File: src/rtl/ps2_pkg.sv
// ps2_pkg: shared PS/2 types, frame constants and the parity helper.
package ps2_pkg;
  typedef enum logic [1:0] {RX_IDLE, RX_RECV, RX_STOP} rx_state_e;
  localparam int PS2_DATA_BITS  = 8;
  localparam int PS2_FRAME_BITS = 11;
  function automatic logic odd_parity(input logic [PS2_DATA_BITS-1:0] d);
    return ~^d;
  endfunction
endpackage

File: src/rtl/ps2_sync.sv
// ps2_sync: 2-flop synchroniser with a configurable reset value.
module ps2_sync #(
  parameter logic RST_VAL = 1'b1
) (
  input  logic sys_clk,
  input  logic sys_rst_n,
  input  logic d,
  output logic q
);
  logic [1:0] sync_q, sync_d;
  always_comb sync_d = {sync_q[0], d};
  always_ff @(posedge sys_clk or negedge sys_rst_n)
    if (!sys_rst_n) sync_q <= {2{RST_VAL}};
    else            sync_q <= sync_d;
  assign q = sync_q[1];
endmodule

File: src/rtl/ps2_host_rx.sv
// ps2_host_rx: PS/2 device-to-host frame receiver with a one-deep valid/ready holding register.
module ps2_host_rx
  import ps2_pkg::*;
#(
  parameter int TIMEOUT_CYCLES = 10000
) (
  input  logic       sys_clk,
  input  logic       sys_rst_n,
  input  logic       ps2_clk_negedge,
  input  logic       ps2_data,
  input  logic       tx_busy,
  output logic [7:0] rx_data,
  output logic       rx_valid,
  input  logic       rx_ready,
  output logic       err_parity,
  output logic       err_frame,
  output logic       err_overrun,
  output logic       busy
);
  localparam int TW = $clog2(TIMEOUT_CYCLES + 1);

  rx_state_e state_q, state_d;
  logic [8:0] shift_q, shift_d;
  logic [3:0] bit_cnt_q, bit_cnt_d;
  logic [TW-1:0] tmo_q, tmo_d, tmo_next;
  logic [7:0] rx_data_q, rx_data_d;
  logic rx_valid_q, rx_valid_d;
  logic err_parity_q, err_parity_d, err_frame_q, err_frame_d, err_overrun_q, err_overrun_d;
  logic data_s, good;

  ps2_sync #(.RST_VAL(1'b1)) u_data_sync (
    .sys_clk(sys_clk), .sys_rst_n(sys_rst_n), .d(ps2_data), .q(data_s)
  );

  assign tmo_next = tmo_q + TW'(1);

  always_comb begin
    state_d       = state_q;
    shift_d       = shift_q;
    bit_cnt_d     = bit_cnt_q;
    tmo_d         = tmo_q;
    rx_data_d     = rx_data_q;
    rx_valid_d    = rx_valid_q & ~rx_ready;
    err_parity_d  = 1'b0;
    err_frame_d   = 1'b0;
    err_overrun_d = 1'b0;
    good          = 1'b0;
    if (tx_busy) state_d = RX_IDLE;
    else case (state_q)
      RX_IDLE: if (ps2_clk_negedge && !data_s) begin
        state_d   = RX_RECV;
        bit_cnt_d = '0;
        tmo_d     = '0;
      end
      RX_RECV: if (ps2_clk_negedge) begin
        shift_d   = {data_s, shift_q[8:1]};
        bit_cnt_d = bit_cnt_q + 4'd1;
        tmo_d     = '0;
        state_d   = (bit_cnt_q == 4'd8) ? RX_STOP : RX_RECV;
      end else if (tmo_next == TW'(TIMEOUT_CYCLES)) begin
        state_d     = RX_IDLE;
        err_frame_d = 1'b1;
      end else tmo_d = tmo_next;
      RX_STOP: if (ps2_clk_negedge) begin
        state_d      = RX_IDLE;
        err_frame_d  = !data_s;
        err_parity_d = data_s && (shift_q[8] != odd_parity(shift_q[7:0]));
        good         = data_s && (shift_q[8] == odd_parity(shift_q[7:0]));
      end else if (tmo_next == TW'(TIMEOUT_CYCLES)) begin
        state_d     = RX_IDLE;
        err_frame_d = 1'b1;
      end else tmo_d = tmo_next;
      default: state_d = RX_IDLE;
    endcase
    // A full register only takes a new byte if the old one leaves this same cycle.
    if (good && (!rx_valid_q || rx_ready)) begin
      rx_data_d  = shift_q[7:0];
      rx_valid_d = 1'b1;
    end
    err_overrun_d = good && rx_valid_q && !rx_ready;
  end

  always_ff @(posedge sys_clk or negedge sys_rst_n)
    if (!sys_rst_n) begin
      state_q       <= RX_IDLE;
      shift_q       <= '0;
      bit_cnt_q     <= '0;
      tmo_q         <= '0;
      rx_data_q     <= '0;
      rx_valid_q    <= 1'b0;
      err_parity_q  <= 1'b0;
      err_frame_q   <= 1'b0;
      err_overrun_q <= 1'b0;
    end else begin
      state_q       <= state_d;
      shift_q       <= shift_d;
      bit_cnt_q     <= bit_cnt_d;
      tmo_q         <= tmo_d;
      rx_data_q     <= rx_data_d;
      rx_valid_q    <= rx_valid_d;
      err_parity_q  <= err_parity_d;
      err_frame_q   <= err_frame_d;
      err_overrun_q <= err_overrun_d;
    end

  assign rx_data     = rx_data_q;
  assign rx_valid    = rx_valid_q;
  assign err_parity  = err_parity_q;
  assign err_frame   = err_frame_q;
  assign err_overrun = err_overrun_q;
  assign busy        = (state_q != RX_IDLE);
endmodule

File: config.mk
export PLATFORM = sky130hd
export DESIGN_NAME = ps2_host_rx
export DESIGN_NICKNAME = d
export VERILOG_FILES = /design/src/rtl/ps2_pkg.sv /design/src/rtl/ps2_sync.sv /design/src/rtl/ps2_host_rx.sv
export SDC_FILE = /design/constraint.sdc
export NUM_CORES = 1
export LEC_CHECK = 0
export ABC_CLOCK_PERIOD_IN_PS = 2100
export BUFFER_PORTS_ARGS = -buffer_cell sky130_fd_sc_hd__buf_2
export CAP_MARGIN = 15
export CORE_UTILIZATION = 56
export CTS_BUF_LIST = sky130_fd_sc_hd__clkbuf_2
export DETAILED_ROUTE_END_ITERATION = 10
export PLACE_DENSITY = 0.78
export SLEW_MARGIN = 20
export SYNTH_ARGS = -nofsm -noshare
export SYNTH_HDL_FRONTEND = slang
export SYNTH_SLANG_ARGS = --single-unit
File: constraint.sdc
create_clock -name sys_clk -period 2.1 [get_ports sys_clk]
set_input_delay 0.315 -clock sys_clk [delete_from_list [all_inputs] [get_ports sys_clk]]
set_output_delay 0.315 -clock sys_clk [all_outputs]
set_load 0.05 [all_outputs]
==> results.sh <==
export IMPL_status="finished with violations"
export IMPL_violations="negative setup slack"
export IMPL_worstReg2RegEnd="rx_data[1]$_DFFE_PN0P_"
export IMPL_gp_congestion=0.884
export IMPL_dp_hpwl_mm=3.46
export IMPL_setup_viol=3
export IMPL_final_cells=325
export IMPL_tightest_slew_ns=0.438
export IMPL_met2_usage_pct=39.9
export IMPL_clock_sinks=43
export IMPL_cp_arrival_ns=2.43
export IMPL_finalHoldViolations=0
export IMPL_finalCritPeriodShare_pct=101
export IMPL_path_clk_slew_ns=0.23
export IMPL_muxShareOfSynthArea_pct=9.84
export IMPL_hold_path_end="state_q[0]$_DFFE_PN0P_"
export IMPL_synth_top_flop_cell="dfrtp_1"
export IMPL_clock_latency_ns=0.41
export IMPL_fillCellCount=305
export IMPL_wl_mm=5.28
export IMPL_postRouteAntennaNets=0
export IMPL_synth_xor_area_share_pct=4.68
export IMPL_hold_class="in -> reg"
export IMPL_crit_path_max_fanout=8
export IMPL_cap_violations=0
export IMPL_postSynth_asyncResetShare_pct=100
export IMPL_peakVddDrop_uv=556
export IMPL_grt_max_degree=28
export IMPL_timing_rr_start="shift_q[7]$_DFFE_PN0P_"
export IMPL_areaGrowthSynthToFinish_pct=21.2
export IMPL_holdPathStages=2
export IMPL_setup_worst_path_start_class="register"
export IMPL_avgViaCountPerCell=5.80
export IMPL_syn_inst=226
export IMPL_gr_total_overflow=0
export IMPL_dpl_cell_count=310
export IMPL_yosysTopAreaCellShare_pct=43.6
export IMPL_synth_net_count=240
export IMPL_synth_largest_area_cell="dfrtp_1"
export IMPL_ff2ff_path_depth=6
export IMPL_synth_simple_area_share_pct=19.5
export IMPL_drive_gt1_share_pct=34.2
export IMPL_antenna_found_initial=0
export IMPL_synth_compound_area_share_pct=13.2
export IMPL_drc=0
export IMPL_wl_per_cell_um=16.2
export IMPL_finalCriticalPeriod_ns=2.11
export IMPL_worstPathRequired_ns=2.42
export IMPL_pin_count=19
export IMPL_port_buffers=18
export IMPL_clock_fmax_mhz=474
export IMPL_dieArea_um2=4460
export IMPL_ys_ff_latch=43
export IMPL_cts_buffers=5
export IMPL_syn_cell_area_um2=2350
export IMPL_r2r_setup_slack_ns=-0.01
export IMPL_crit_type="reg -> reg"
export IMPL_grt_pass1_wl_mm=8.38
export IMPL_grt_total_usage_pct=25.2
export IMPL_synth_top_family_by_area="simple AND/OR/NAND/NOR gates"
export IMPL_ys_types=49
export IMPL_grt_pass1_vias=1788
export IMPL_preCtsSetupSlack_ns=-0.0306
export IMPL_first_pass_iters=4
export IMPL_die_x_um=66.8
export IMPL_powerDensity_nw_per_um2=640
export IMPL_layout_setup_ws_ns=-0.0116
export IMPL_synth_edf_count=0
export IMPL_drv_slew=0
export IMPL_cts_tree="done"
export IMPL_yosysSeqAreaShare_pct=45.9
export IMPL_grtUsageMet3_pct=4.28
export IMPL_end_kind="register"
export IMPL_rsz0062_at_grt="true"
export IMPL_clockBufferDepth=2
export IMPL_p_leak_nw=1.40
export IMPL_use_met1_pct=35.7
export IMPL_hold_start="tx_busy"
export IMPL_core_um2=4030
export IMPL_initial_core_util_pct=58.4
export IMPL_synthAdderAreaFrac_pct=4.26
export IMPL_avgSynthCellArea_um2=10.4
export IMPL_die_h_um=66.8
export IMPL_ys_top_cells_by_area="dfrtp_1 44%, mux2_4 5.1%, mux2_2 4.3%"
export IMPL_finClkSkew_ns=0.0168
export IMPL_slew_headroom_pct=70.8
export IMPL_cts_htree_levels=2
export IMPL_diodes=0
export IMPL_vias=1884
export IMPL_nets=288
export IMPL_drtIter0Drc=216
export IMPL_grt_busiest_layer="met2"
export IMPL_root_buffer="clkbuf_2"
export IMPL_whs_ns=0.175
export IMPL_ys_warn_count=0
export IMPL_num_rows=23
cells in the mapped netlist (2+ instances only):
library cell  number
a211oi_1           3
a21oi_1            8
a22o_1             2
a41oi_1            4
and2_1             3
and3_1             2
and4_1             2
buf_2              2
clkbuf_1           4
dfrtp_1           41
dfstp_2            2
ha_1               8
inv_1              7
mux2_2             9
mux2_4             8
nand2_1           23
nand3_1            6
nand4_1            5
nand4b_1           2
nor2_1            17
nor2b_1            5
nor3_1             3
nor4_1             3
nor4_2             2
o21a_1             2
o21ai_0           16
o22ai_1            2
o31ai_1            5
or3_1              2
xnor2_1            7
xor2_1             3
how the worst max path moves through the flow:
stage,startpoint,to,slack [ns],cells past startpoint
final,shift_q[7]$_DFFE_PN0P_,rx_data[1]$_DFFE_PN0P_,-0.01,6
after global placement,shift_q[2]$_DFFE_PN0P_,rx_data[1]$_DFFE_PN0P_,0.05,6
after floorplan,tmo_q[0]$_DFFE_PN0P_,tmo_q[4]$_DFFE_PN0P_,0.004,7
after detailed placement,tmo_q[0]$_DFFE_PN0P_,tmo_q[4]$_DFFE_PN0P_,-0.03,7
after global routing,shift_q[7]$_DFFE_PN0P_,rx_data[1]$_DFFE_PN0P_,-0.07,6
after CTS,tmo_q[0]$_DFFE_PN0P_,tmo_q[4]$_DFFE_PN0P_,0.01,7
worst max-delay path, cell delays in order, from the launching register on:
cell      delay [ns]
dfrtp_1         0.51
xnor2_2         0.18
xnor3_1         0.36
xnor2_2         0.18
nand4_1         0.19
nand2b_4        0.28
mux2_4          0.32
layer usage:
layer	wire length, µm	share of wire, %	vias up
li1	-	-	913
met1	2400	45	905
met2	2590	49	60
met3	249	4.7	6
met4	38	0.72	0
met5	0	0	-
sequential cells by signal (all words and copies together) (netlist names), 2 cells and up:
register            flops
rx_data                 8
u_data_sync.sync_q      2
tmo_q                  14
shift_q                 9
state_q                 2
bit_cnt_q               4
logic make-up (layout without fill, tap and decap cells):
family / count (synthesis) / in the layout
flops: 43 / 43
buf+inv: 14 / 63
fa+ha+maj: 8 / 8
simple gates: 84 / 84
mux: 18 / 18
compound gates: 48 / 48
xor+xnor: 11 / 11
repair_timing:
item,4_1_cts,5_1_grt
cloned,0,0
endpoints found under the hold margin,15,0
endpoints found under the setup margin,10,22
pin swaps,0,5
hold buffers,2,0
setup buffers,3,2
gates resized for setup,4,11
final cells by class:
cell class | instances | area (µm²) | share of cell area (%)
repair buffers | 48 | 333 | 11.7
multi-input cells | 169 | 1270 | 44.6
inverters | 7 | 30.0 | 1.05
flip-flops and latches | 43 | 1080 | 37.9
well taps | 50 | 62.6 | 2.19
clock buffers | 5 | 25.0 | 0.878
clock inverters | 3 | 47.5 | 1.67
stage by stage:
step	instance area, µm²	utilization, %	TNS (ns)	power [mW]
after floorplan	2360	-	0	1.15
after global placement	2660	66.0	0	1.23
after detailed placement	2660	66.0	-0.0306	1.24
after CTS	2790	69.3	0	1.79
after global routing	2850	70.8	-0.494	1.90
final	2850	70.8	-0.0278	1.82
cells in the final DEF, fill, tap and decap left out, types with 5 or more instances in the layout:
cell      instances
dfrtp_1          39
clkbuf_2          5
inv_1             6
o21ai_0          16
ha_1              6
mux2_2            9
buf_2            18
mux2_4            8
buf_4            27
nand3_1           6
nand4_1           5
o31ai_1           5
nor2_1           17
a21oi_1           8
nand2_1          23
power by group:
part / total (mW) / internal (mW) / switching, mW
clock: 0.498 / 0.209 / 0.290
combinational: 0.387 / 0.213 / 0.174
sequential: 0.939 / 0.878 / 0.0608
Power figures use the tool's default switching activity.
